### config.mk
export PLATFORM = sky130hd
export DESIGN_NAME = bp_fe_bht_gshare
export DESIGN_NICKNAME = d
export VERILOG_FILES = /design/src/rtl/bp_fe_bht_gshare.sv
export SDC_FILE = /design/constraint.sdc
export NUM_CORES = 1
export LEC_CHECK = 0
export ABC_AREA = 0
export BUFFER_PORTS_ARGS = -buffer_cell sky130_fd_sc_hd__buf_2
export CAP_MARGIN = 5
export CORE_AREA = 2 2 348 350
export DETAILED_ROUTE_END_ITERATION = 8
export DIE_AREA = 0 0 350 352
export MAX_ROUTING_LAYER = met4
export PLACE_DENSITY = 0.54
export SYNTH_ARGS = -nofsm -noshare
export SYNTH_HDL_FRONTEND = slang
export SYNTH_SLANG_ARGS = --single-unit
export TNS_END_PERCENT = 100
### constraint.sdc
create_clock -name clk_i -period 36.1 [get_ports clk_i]
set_input_delay 10.83 -clock clk_i [delete_from_list [all_inputs] [get_ports clk_i]]
set_output_delay 10.83 -clock clk_i [all_outputs]
set_load 0.02 [all_outputs]
### src/rtl/bp_fe_bht_gshare.sv
// Gshare branch history table: saturating counters indexed by PC XOR global history,
// with a sequential init sweep and a one-cycle lookup pipeline.
module bp_fe_bht_gshare #(
  parameter int vaddr_width_p   = 39,
  parameter int bht_idx_width_p = 9,
  parameter int ghist_width_p   = 4,
  parameter int ctr_width_p     = 2
) (
  input  logic                       clk_i,
  input  logic                       reset_i,
  output logic                       init_done_o,
  input  logic                       r_v_i,
  input  logic [vaddr_width_p-1:0]   r_pc_i,
  output logic                       predict_v_o,
  output logic                       predict_o,
  output logic [bht_idx_width_p-1:0] predict_idx_o,
  input  logic                       w_v_i,
  input  logic [bht_idx_width_p-1:0] w_idx_i,
  input  logic                       w_taken_i,
  output logic [ghist_width_p-1:0]   ghist_o
);

  localparam int els_lp = 1 << bht_idx_width_p;

  typedef logic [ctr_width_p-1:0] ctr_t;
  localparam ctr_t ctr_init_lp = ctr_t'((1 << (ctr_width_p - 1)) - 1);
  localparam ctr_t ctr_max_lp  = '1;

  typedef enum logic {
    e_init,
    e_ready
  } state_e;

  state_e                     state_r, state_n;
  logic [bht_idx_width_p-1:0] sweep_r;
  logic [ghist_width_p-1:0]   ghist_r;
  logic [ghist_width_p:0]     ghist_shift;
  logic [bht_idx_width_p-1:0] ghist_ext;
  logic [bht_idx_width_p-1:0] r_idx;
  logic                       predict_v_r;
  logic [bht_idx_width_p-1:0] predict_idx_r;
  logic                       ready, r_accept, w_accept;
  logic                       mem_we;
  logic [bht_idx_width_p-1:0] mem_waddr;
  ctr_t                       mem_wdata, w_ctr, w_ctr_n, pred_ctr;
  ctr_t                       mem_r [els_lp];
  logic                       unused_pc;

  assign ready    = (state_r == e_ready);
  assign r_accept = r_v_i & ready & ~reset_i;
  assign w_accept = w_v_i & ready & ~reset_i;

  // History is zero-extended at the MSBs before folding into the PC bits.
  assign ghist_ext = bht_idx_width_p'(ghist_r);
  assign r_idx     = r_pc_i[bht_idx_width_p+1:2] ^ ghist_ext;
  assign unused_pc = ^{r_pc_i[vaddr_width_p-1:bht_idx_width_p+2], r_pc_i[1:0]};

  // NOTE: sequential state uses non-blocking assignments so every flop samples pre-edge values.
  always_ff @(posedge clk_i) begin
    if (reset_i) state_r <= e_init;
    else         state_r <= state_n;
  end

  // NOTE: default assigned first so no path leaves state_n unassigned (no latch).
  always_comb begin
    state_n = state_r;
    case (state_r)
      e_init:  if (sweep_r == '1) state_n = e_ready;
      e_ready: state_n = e_ready;
      default: state_n = e_init;
    endcase
  end

  always_ff @(posedge clk_i) begin
    if (reset_i)              sweep_r <= '0;
    else if (state_r == e_init) sweep_r <= sweep_r + 1'b1;
  end

  // Saturating update of the counter being resolved.
  assign w_ctr = mem_r[w_idx_i];
  always_comb begin
    w_ctr_n = w_ctr;
    if (w_taken_i) begin
      if (w_ctr != ctr_max_lp) w_ctr_n = w_ctr + 1'b1;
    end else if (w_ctr != '0) begin
      w_ctr_n = w_ctr - 1'b1;
    end
  end

  assign mem_we    = ~reset_i & ((state_r == e_init) | w_accept);
  assign mem_waddr = (state_r == e_init) ? sweep_r : w_idx_i;
  assign mem_wdata = (state_r == e_init) ? ctr_init_lp : w_ctr_n;

  // NOTE: the counter array has no reset; the init sweep gives every entry its start value.
  always_ff @(posedge clk_i) begin
    if (mem_we) mem_r[mem_waddr] <= mem_wdata;
  end

  assign ghist_shift = {ghist_r, w_taken_i};
  always_ff @(posedge clk_i) begin
    if (reset_i)       ghist_r <= '0;
    else if (w_accept) ghist_r <= ghist_shift[ghist_width_p-1:0];
  end

  always_ff @(posedge clk_i) begin
    if (reset_i) begin
      predict_v_r   <= 1'b0;
      predict_idx_r <= '0;
    end else begin
      predict_v_r <= r_accept;
      if (r_accept) predict_idx_r <= r_idx;
    end
  end

  // The read follows the array write, so a write in the lookup cycle is seen here.
  assign pred_ctr      = mem_r[predict_idx_r];
  assign predict_o     = predict_v_r & pred_ctr[ctr_width_p-1];
  assign predict_v_o   = predict_v_r;
  assign predict_idx_o = predict_idx_r;
  assign init_done_o   = ready;
  assign ghist_o       = ghist_r;

endmodule

==> run summary <==
The run finished with clean final reports. The CTS buffer count came out at between 100 and 150. The total nets after synthesis came out at between 2000 and 3000.

The count of warnings emitted by yosys came out at 0. The final net count is around 2900. The portion of synthesized cell area occupied by the leading cell type came out at around two thirds. The measured slew at the worst slew-check pin is between 1000 and 1500 ps. Summing over every cut layer, the via total after detailed routing is between 20000 and 30000. The average instance in the mapped netlist occupies around 17 um2. The core area came out at ~0.12 mm2.

The count of pins over their slew limit came out at 0. The share of synthesized area occupied by flip-flops and latches came out at 66.3%. TritonCTS built the clock tree. In the global route stage, overall resource usage came out at a little under a quarter.

The first-pass detailed-route iteration total is 5. The violation count after the first detailed-route iteration came out at 3295. The leftover overflow at the end of global routing came out at 0. The top flip-flop cell by instance count after synthesis is edfxtp_1.

By area the synthesized netlist is led by edfxtp_1 (65%), mux4_2 (18%), nor2_1 (4.4%). The area of the die is 0.123 mm2. The areal power density over the cells is a little under 50 mW/mm2. The total count of hold-check failures in the final report came out at 0. The final instance area came out at roughly 0.053 mm2. In this run the worst path has a maximum fanout of ~100. The fraction of layout instances using a drive strength above 1 came out at a little under a quarter. The routed via count divided by cell count came out at 6.03.

The area added between synthesis and finish is 11.1%. The floorplan has about 130 rows. The remaining antenna violation count came out at 0.

The routed length per instance came out at slightly above 30 um. At the end of routability-driven placement, the weighted congestion stood at 0.837. The most common cell in the synthesized netlist is edfxtp_1. STA classifies the critical path endpoint as a register. The count of port buffers added during placement is 38. The post-layout minimum cycle time is between 15000 and 20000 ps. The proportion of synthesized flip-flops having asynchronous set or reset is 0%. The classification of the worst-slack hold path is reg -> reg.

Once detailed placement completed, the half-perimeter wirelength came to 77000 um. The remaining routing DRC violations is 0. The worst setup path is launched from an input port. The initial standard-cell utilization of the core is around two fifths.

The area of the mapped netlist came out at 0.0474 mm2. The total wire length is roughly 140000 um. In this run the deepest clock path goes through 3 buffers. The analysis attributes to cell leakage a power of ~16 nW. The post-layout total power is 2.58 mW. The placed instances occupy a cell area of about 0.05 mm2. The number of buffers added for setup after CTS came out at 0. The number of maximum-capacitance violations came out at 0.

The maximum frequency from static timing analysis is between 50 and 60 MHz. The number of antenna violations at the first check in global routing came out at 3. The number of register bits inferred by synthesis is between 1000 and 1500. The sink count of the clock tree is roughly 1100. The setup violation total in the final timing report is 0.

The tree is rooted in a clkbuf_16. Measured along the y axis, the die boundary spans around 350 um. The pin count of the biggest net entering global routing came out at roughly 270.

The source-to-sink clock delay at the later pin of the worst-skew pair came out at 700 ps. The floorplan die width came out at 350 um. The number of H-tree levels came out at 3. The post-placement worst setup slack is about 18000 ps.

The tightest slew margin relative to the limit came out at between 10% and 20%. The fraction of the cycle the final worst path needs is a little under half. The worst-case IR drop observed on VDD is 41.1 uV. Setup repair after global routing left no endpoint under its margin.

The global-route wire length before repair came out at around 200000 um. By count the netlist is led by edfxtp_1 (1024), nor2_1 (555), mux4_2 (371). The number of placed I/O pins is 69. The count of instances resized after the clock tree is built is 0. The category of the most critical setup path is in -> reg.

Across all setup checks in the final design, the least slack found is roughly 19000 ps. The dominant cell type by area after synthesis is edfxtp_1. The number of synthesized flops with an enable pin came out at just over 1000. The number of global-route vias before repair came out at approximately 28000.

Hold repair after CTS inserted 0 buffers. The number of distinct library cell variants in the gate-level netlist after synthesis came out at between 60 and 70. The arrival time at the worst endpoint is 17400 ps. The total negative slack for setup checks is 0 ps. The largest clock skew in the final design came out at 33.4 ps. For the worst setup path, the data required time is about 36000 ps. Clock-pin slew was measured on the worst setup and hold paths at roughly 60 ps. The synthesized instance count came out at 2831.
## where the power goes
| group | switching, mW | total [mW] | leakage (nW) | internal [mW] |
|---|---|---|---|---|
| logic | 0.0706 | 0.109 | 4.55 | 0.0387 |
| clock network | 0.480 | 1.14 | 1.78 | 0.665 |
| registers | 0.000585 | 1.33 | 9.97 | 1.32 |
| total | 0.551 | 2.58 | 16.3 | 2.03 |
## critical path: stages
cell and delay, ps:
buf_8 400, buf_12 690, buf_4 870, mux2i_1 260, o22a_1 260, mux4_2 470, a221oi_2 270, a211oi_1 160
o32ai_1 340, o211ai_1 190, and2_1 260, o211ai_4 860, buf_4 600, buf_4 820
## logic make-up after synthesis
logic type	after synthesis	share of synthesized area (%)
flip-flops	1057	66.3
AND/OR/NAND/NOR	741	6.29
multiplexers	504	20.5
AO/OA/AOI/OAI	268	4.05
buffers and inverters	249	2.65
XOR/XNOR	10	0.185
adder cells (fa/ha/maj)	2	0.0528
## through the flow
stage | utilization [%] | hold slack (ps) | std cells
floorplan | - | 490 | 2831
CTS | 44.1 | 495 | 4511
global placement | 41.1 | 483 | 4305
finish | 44.1 | 496 | 4514
detailed placement | 41.1 | 487 | 4305
global route | 44.1 | 525 | 4513
## metal layers
metal  up-vias  GRT usage, %  share of wire, %
met4         0          6.59               3.1
li1      11300             -                 -
met3       266          4.63               8.4
met1     14400          30.3                40
met5         -             -                 0
met2      1274          35.7                48
## worst paths after layout
kind	start	slack, ps	cells after the start	to
worst max-delay path	w_idx_i[0]	19060	14	mem_r[83][1]
worst max register to register	mem_r[7][1]	31010	11	mem_r[83][1]
worst min-delay path	ghist_o[3]	500	2	ghist_o[3]
worst min register to register	ghist_o[3]	500	2	ghist_o[3]
## registers in the layout, indices dropped and copies added, names as in the netlist, named ones only
signal / count
sweep_r: 9
mem_r: 1024
init_done_o: 1
ghist_o: 4
predict_idx_o: 9
predict_v_o: 1
## layout make-up
class	instances	area [um2]
antenna	3	7.51
clock buffer	145	3100
clock inverter	61	519
fill	10400	66700
inverter	16	60.1
multi-input combinational	1525	14800
sequential	1057	31400
tap	1612	2020
timing repair buffer	95	704
## layout by cell type, fill, tap and decap left out, drive strengths merged, types with 3 or more instances in the layout
cell type  netlist  layout
mux2             3       3
a22oi           24      24
o2111ai          5       5
nor2b           11      11
nand2          105     105
nor3            12      12
diode            0       3
o22a             5       5
clkinvlp         0       3
nor4             5       5
mux4           371     371
nand4            5       5
or3              3       3
clkinv           2      51
clkbuf         148     146
dfxtp           33      33
o32ai            8       8
a21oi           53      53
o211ai          11      11
a211oi           6       6
o221ai          61      61
a2111oi          3       3
xnor2            8       8
mux2i          130     130
nor2           555     555
nand3b          12      12
bufinv           0       9
o21ai           22      22
o22ai           37      37
a221oi           5       5
nor3b            4       4
inv             14      14
buf             85      94
nand3           16      16
and2             4       4
edfxtp        1024    1024
nand2b           3       3
a31oi            8       8
(Power assumes the default switching activity.)
